## src/rtl/blink_pkg.sv

```systemverilog
// Shared types and constants for the iCEBreaker bring-up blinker.
package blink_pkg;

    localparam int TICK_DIV_DEFAULT = 1000;
    localparam int NUM_LEDS         = 5;

    typedef logic [2:0] led_idx_t;
    typedef enum logic {DIR_UP, DIR_DOWN} dir_t;

    localparam led_idx_t LAST_IDX = led_idx_t'(NUM_LEDS - 1);

    function automatic logic [NUM_LEDS-1:0] idx_to_onehot(input led_idx_t idx);
        logic [NUM_LEDS-1:0] one;
        one = 1;
        return one << idx;
    endfunction

endpackage

```

## src/rtl/blink_tick_gen.sv

```systemverilog
// Step prescaler: counts 0..TICK_DIV-1 and pulses tick for the terminal-count cycle.
module blink_tick_gen
    import blink_pkg::*;
#(
    parameter int TICK_DIV = TICK_DIV_DEFAULT
) (
    input  logic CLK,
    input  logic RST_N,
    output logic tick
);

    localparam int            CW   = $clog2(TICK_DIV);
    localparam logic [CW-1:0] LAST = CW'(TICK_DIV - 1);

    logic [CW-1:0] cnt;

    // NOTE: registers use non-blocking assignment so every flop samples pre-edge values.
    always_ff @(posedge CLK or negedge RST_N) begin
        if (!RST_N) begin
            cnt <= '0;
        end else if (tick) begin
            cnt <= '0;
        end else begin
            cnt <= cnt + 1'b1;
        end
    end

    assign tick = (cnt == LAST);

endmodule

```

## config.mk

```make
export PLATFORM = sky130hd
export DESIGN_NAME = blink_tick_gen
export DESIGN_NICKNAME = d
export VERILOG_FILES = /design/src/rtl/blink_pkg.sv /design/src/rtl/blink_tick_gen.sv
export SDC_FILE = /design/constraint.sdc
export NUM_CORES = 1
export LEC_CHECK = 0
export CELL_PAD_IN_SITES_DETAIL_PLACEMENT = 0
export CELL_PAD_IN_SITES_GLOBAL_PLACEMENT = 1
export CORE_ASPECT_RATIO = 0.8
export CORE_UTILIZATION = 25
export CTS_BUF_LIST = sky130_fd_sc_hd__clkbuf_16
export CTS_CLUSTER_SIZE = 8
export DETAILED_ROUTE_END_ITERATION = 7
export PLACE_DENSITY = 0.57
export SETUP_SLACK_MARGIN = 0.02
export SLEW_MARGIN = 30
export SYNTH_ARGS = -nofsm -noshare
export SYNTH_HDL_FRONTEND = slang
export SYNTH_SLANG_ARGS = --single-unit
export TNS_END_PERCENT = 100
```

## constraint.sdc

```tcl
create_clock -name CLK -period 1.6 [get_ports CLK]
set_input_delay 0.32 -clock CLK [delete_from_list [all_inputs] [get_ports CLK]]
set_output_delay 0.32 -clock CLK [all_outputs]
set_load 0.02 [all_outputs]
```

## Yosys cells after proc, flatten, opt, wreduce, memory -nomap -nowiden

Index checks and enable logic that the tools add are counted.

- Bits of input ports: 2
- Output and inout bits: 1
- Logic and storage cells: 4
- Register bits: 10

- Equality and inequality tests: 1
- Add/subtract/negate cells: 1
- Muxes and demuxes: 1

Operators by type and width:

| kind | count |
|---|---|
| 10-bit by 1-bit adder with 10-bit output (second input constant) | 1 |
| 10-bit == test (second input constant) | 1 |
| 10-bit two-way mux | 1 |

## Logic depth before layout (Yosys ltp)

Gate-level depths: netlist (run 1).

- Depth in word-level cells: 2
- Depth in mapped cells: 6
- Mapped depth without buffers: 5

## Worst setup path after synthesis (run 1)

OpenSTA, ideal clock, no wires.

- Kind: register -> output
- From: register cnt[0]
- To: output port tick
- Stages on the path, launching flop included: 6
- Path buffers: 1
- Setup slack: 0.067 ns
- Required time: 1.280 ns
- Data arrival time: 1.213 ns
- Cell sequence: dfrtp_1 > ha_1 > nand3_1 > nor3_2 > and3_1 > buf_2

- Word-level cells in the longest chain between the ends: 1

RTL lines:

| item | RTL line | RTL |
|---|---|---|
| start: declaration | blink_tick_gen.sv:15 | `logic [CW-1:0] cnt;` |
| start signal: assignment | blink_tick_gen.sv:24 | `cnt <= cnt + 1'b1;` |
| 10-bit == test | blink_tick_gen.sv:28 | `assign tick = (cnt == LAST);` |
| end: declaration | blink_tick_gen.sv:9 | `output logic tick` |

Every way passes these cells.

## Worst setup path after layout (run 1)

- From: register cnt[1]
- To: output port tick

The elaborated chain is that of the path after synthesis.

==> metrics, run 1 <==
Yosys cell types 19; # hold bufs at CTS 0; Clock Pin Slew Worst Setup and Hold Paths approximately 0.040 ns; CTS sink cnt 10; final setup margin -0.07003 ns; crit path kind reg -> out; vias per cell between 4 and 5; element type at the critical path end output pin; Critical Path Start Type flop; syn nets 46; post-synthesis cell area approximately 480 um2; drt first pass iters 2; Clock Root Buffer clkbuf_16; min Tclk post-route approximately 1.7 ns; status complete, but fails checks; CTS tree built; gr ovfl total 0; PwrDens ~970 nW/um2; FILL cells 180; Final Wtd Congestion between 0.7 and 0.8; overall routed net length about 900 um; Worst-Skew Late Latency between 0.2 and 0.25 ns; grt met1 use 15.93%; Core Area 1724 um2; Layout area overhead 47.15%; biggest regs cnt x10; vias in the first global route around 320; Clock Tree Buf Depth 2; Area after DPL 630.6 um2; Chip Width 51.14 um; Least-Margin Pin Slew 0.4654 ns; wire length per cell 11.13 um; initial core utilization 28.01%; fmax around 0.6 GHz; Lkg Pwr around 0.33 nW; Ports 3; clock skew approximately 0.0030 ns; # rows 13; largest net degree at the start of global routing 11; share of the yosys chip area belonging to registers 51.81%; RSZ-0062 raised after global routing true; total power 688.7 uW; max reg flops 10; Crit-path slowest cell dfrtp_1; All-Layer GR Usage 10.89%; gr busiest metal met1; final setup violating endpoints 1; global-route wire length before repair roughly 1500 um; Tcrit/Tclk final 104.4%; initial antenna violation count 0; total inserted antenna cells 0; peak supply drop just under 0.7 mV; proportion of layout cells with a drive suffix above 1 a little over 40%; via count 361; Reg with most FFs cnt; DP Cell Count 80; cells along the critical path ha_2, nand3_1, nor3_2, and3_4, buf_4; post-CTS setup buffer count 0; worst rel slew slack 68.88%; final instance area between 700 and 800 um2; Die Span Y ~41 um; final hold vios 0; buffer and inverter count on the worst path 1; slowest cell delay on critical path between 0.3 and 0.4 ns; drt initial violations 2; # DRC 0; CP required about 1.3 ns; Avg Synthesized Cell Area about 11 um2; violated checks negative setup slack; crit path DAT ~1.4 ns; Slew Limit Fails 0; Yosys warning count 0; met2 global-route usage 11.84%; class of the worst hold path in -> async; Antenna Nets Post-Route 0; Final HPWL DP 682.6 um; I/O Buffers 2; CTS buffer count 3; max-cap violation count 0; nets 66; GR met3 Demand/Resource under 10%; Cells after Synth 43; H-tree Lvls 1; synthesized flop and latch total 10; full die area between 2000 and 2500 um2; top cell family by delay on the critical path simple AND/OR/NAND/NOR gates; crit-path max FO 2; Layout Cells excl Fill 83; setup TNS -0.07003 ns
-- cell families (layout without fill, tap and decap cells) --
kind of cell / count (synthesis) / in the layout / synth area share [%]
simple gates: 19 / 19 / 24.87
fa+ha+maj: 1 / 1 / 2.590
flops: 10 / 10 / 51.81
compound gates: 6 / 6 / 9.845
buf+inv: 2 / 20 / 1.812
xor+xnor: 5 / 5 / 9.069
-- metal layers --
layer	share of wire (%)	up-vias
met5	0	-
met4	2.1	0
met3	5.6	3
met2	36	6
met1	56	161
li1	-	191
-- final cells by class --
| type | instances | area, um2 | area share [%] |
|---|---|---|---|
| Clock buffer | 3 | 75.07 | 10.56 |
| Inverter | 1 | 3.754 | 0.5282 |
| Multi-Input combinational cell | 31 | 231.5 | 32.57 |
| Sequential cell | 10 | 250.2 | 35.21 |
| Tap cell | 22 | 27.53 | 3.873 |
| Timing Repair Buffer | 16 | 122.6 | 17.25 |
-- path summary, 6_finish.rpt --
check                       start  cells after the start      to  slack, ns
setup / recovery           cnt[1]                      5    tick      -0.07
hold / removal              RST_N                      1  cnt[3]       0.41
setup reg to reg           cnt[2]                      5  cnt[7]       0.22
hold reg to reg            cnt[0]                      2  cnt[0]       0.55
max in group asynchronous   RST_N                      1  cnt[7]       0.87
min in group CLK           cnt[0]                      2  cnt[0]       0.55
-- cells in the final DEF, fill, tap and decap left out, types with 2 or more instances in the layout --
master and n:
clkbuf_16 3, nand3_1 6, xnor2_1 2, a21oi_1 2, and3_4 3, dfrtp_1 10
buf_4 15, xor2_1 3, and3_1 2, nor2_1 4
-- synth_stat cells (all sizes together) --
cell / n / share of area [%]
o211ai: 1 / 2.6
a31oi: 1 / 1.3
buf: 1 / 1.0
nand3: 6 / 6.2
a21oi: 2 / 2.1
or2: 1 / 1.3
nor2b: 1 / 1.3
nor3: 1 / 2.1
dfrtp: 10 / 52
a311o: 1 / 2.1
inv: 1 / 0.78
and4: 1 / 2.3
nor2: 4 / 3.1
ha: 1 / 2.6
and3: 5 / 8.5
xor2: 3 / 5.4
o22a: 1 / 1.8
xnor2: 2 / 3.6
-- through the flow --
stage	hold WS, ns	util (%)	worst slack (ns)
3_5_place_dp	0.5459	36.57	-0.2751
3_3_place_gp	0.5359	36.57	-0.2379
2_1_floorplan	0.02441	-	0.06722
5_1_grt	0.4593	41.22	-0.1842
6_report	0.4103	41.22	-0.07003
4_1_cts	0.4252	40.78	-0.08273
-- power breakdown --
part | switching, mW | leakage (nW) | total [mW] | internal (mW)
Clock | 0.105 | 0.0370 | 0.427 | 0.323
Sequential | 0 | 0.125 | 0.254 | 0.254
Combinational | 0.00487 | 0.172 | 0.00702 | 0.00215
-- timing repair --
action / in CTS / in global routing
gates resized for setup: 5 / 2
endpoints found under the setup margin: 1 / 1
hold endpoints to repair: 0 / 0
cloned: 0 / 0
Power figures use the tool's default switching activity.
==> inputs of run 2 (changes only) <==
--- a/config.mk
+++ b/config.mk
@@ -11,6 +11,7 @@
 export CORE_UTILIZATION = 25
 export CTS_BUF_LIST = sky130_fd_sc_hd__clkbuf_16
-export CTS_CLUSTER_SIZE = 8
+export CTS_CLUSTER_SIZE = 24
 export DETAILED_ROUTE_END_ITERATION = 7
+export GPL_ROUTABILITY_DRIVEN = 0
 export PLACE_DENSITY = 0.57
 export SETUP_SLACK_MARGIN = 0.02
==> constraint.sdc (replaced) <==
create_clock -name CLK -period 1.6 [get_ports CLK]
set_input_delay 0.16 -clock CLK [delete_from_list [all_inputs] [get_ports CLK]]
set_output_delay 0.16 -clock CLK [all_outputs]
set_load 0.02 [all_outputs]
==> run 2 against run 1 <==
The run now ends clean. Fmax increased by 5.1%. Critical path depth stayed put. Register-to-register slack lost 0.03 ns. Cell count down 2.4%. Combinational power increased by 2%. Sequential share of layout area rose by 0.19 points.
==> metrics, run 2 (same netlist as run 1, synthesis figures left out) <==
Least-Margin Pin Slew 0.4774 ns; Worst R2R Setup Slack 0.19 ns; proportion of layout cells with a drive suffix above 1 between 30% and 40%; buffer and inverter count on the worst path 1; CP required 1.44 ns; Area after DPL 608.1 um2; min Tclk post-route approximately 1.6 ns; # hold bufs at CTS 0; vias in the first global route 322; via count about 360; crit-path max FO 2; CTS sink cnt 10; CTS buffer count 3; DP Cell Count 77; Layout Cells excl Fill 81; total inserted antenna cells 0; Clock Root Buffer clkbuf_16; vias per cell 4.407; RSZ-0062 raised after global routing true; Chip Width 51.14 um; peak supply drop just over 0.8 mV; cells along the critical path ha_2, nand3_2, nor3_4, and3_4, buf_6; drt initial violations 3; Layout area overhead 46.37%; H-tree Lvls 1; Worst-Skew Late Latency roughly 0.23 ns; max-cap violation count 0; PwrDens a little under 1000 nW/um2; CTS tree built; crit path kind reg -> out; clock skew around 0.0034 ns; final instance area between 700 and 800 um2; most common cell after layout, fill and taps aside buf_4; nets 63; crit path DAT around 1.4 ns; final hold vios 0; gr ovfl total 0; Clock Tree Buf Depth 2; biggest regs cnt x10; full die area 2113 um2; # rows 13; total power just under 700 uW; element type at the critical path end output pin; Reg with most FFs cnt; slowest cell delay on critical path between 0.3 and 0.4 ns; Lkg Pwr 0.3257 nW; Ports 3; class of the worst hold path in -> async; Critical Path Start Type flop; Slew Limit Fails 0; top cell family by delay on the critical path simple AND/OR/NAND/NOR gates; overall routed net length between 900 and 1000 um; largest net degree at the start of global routing 11; wire length per cell roughly 12 um; initial antenna violation count 0; All-Layer GR Usage a little under an eighth; global-route wire length before repair 1559 um; Final HPWL DP between 600 and 700 um; post-CTS setup buffer count 0; final setup violating endpoints 0; drt first pass iters 3; fmax between 0.6 and 0.7 GHz; I/O Buffers 2; most frequent cells in the layout buf_4 (11), dfrtp_1 (10), nand3_1 (5), nor2_1 (4); setup TNS 0 ns; initial core utilization around 28%; final cell utilization of the core roughly two fifths; Antenna Nets Post-Route 0; worst rel slew slack approximately 68%; Tcrit/Tclk final between 90% and 100%; status complete, no violations; Clock Pin Slew Worst Setup and Hold Paths 0.04 ns; max reg flops 10; # DRC 0; Crit-path slowest cell dfrtp_1; Core Area around 1700 um2; Die Span Y approximately 41 um
run 2: cell count changes in the layout (fill, tap and decap cells not counted):
cell,change
nand3_1,-1
buf_4,-4
clkinv_1,+1
nor3_2,-1
buf_6,+1
nand3_2,+1
nor3_4,+1
run 2: metal layers:
layer / GRT usage [%] / share of wire (%) / up-vias
li1: - / - / 188
met1: 15.82 / 53 / 164
met2: 14.47 / 42 / 5
met3: 6.522 / 4.8 / 0
met4: 4.167 / 0 / 0
met5: 0 / 0 / -
run 2: area by class of cell:
type | count | area, um2
clock inverters | 1 | 3.754
multi-input cells | 31 | 242.7
well taps | 22 | 27.53
inverters | 1 | 3.754
clock buffers | 3 | 75.07
fillers | 180 | 1017
repair buffers | 13 | 103.9
flip-flops and latches | 10 | 250.2
run 2: where the power goes:
part / internal (mW) / total (mW) / switching (mW)
Clock: 0.327 / 0.433 / 0.107
Sequential: 0.254 / 0.254 / 0
Combinational: 0.00215 / 0.00715 / 0.00500
Total: 0.583 / 0.695 / 0.112
run 2: stage by stage:
step / hold WS [ns] / worst slack, ns
after global routing: 0.3088 / -0.07282
final: 0.2557 / 0.01055
after floorplan: -0.1356 / 0.2010
after detailed placement: 0.5243 / -0.1032
after global placement: 0.5143 / -0.1157
after CTS: 0.2794 / 0.07968
run 2: worst paths after layout:
kind / from / endpoint / depth (start not counted)
max reg2reg: cnt[4] / cnt[7] / 5
min: RST_N / cnt[5] / 1
max in group asynchronous: RST_N / cnt[9] / 1
min reg2reg: cnt[9] / cnt[9] / 1
min in group CLK: cnt[9] / cnt[9] / 1
max: cnt[1] / tick / 5
run 2: what timing repair did:
action,CTS,global route
pin swaps,0,3
endpoints found under the setup margin,1,1
resized for setup,4,6
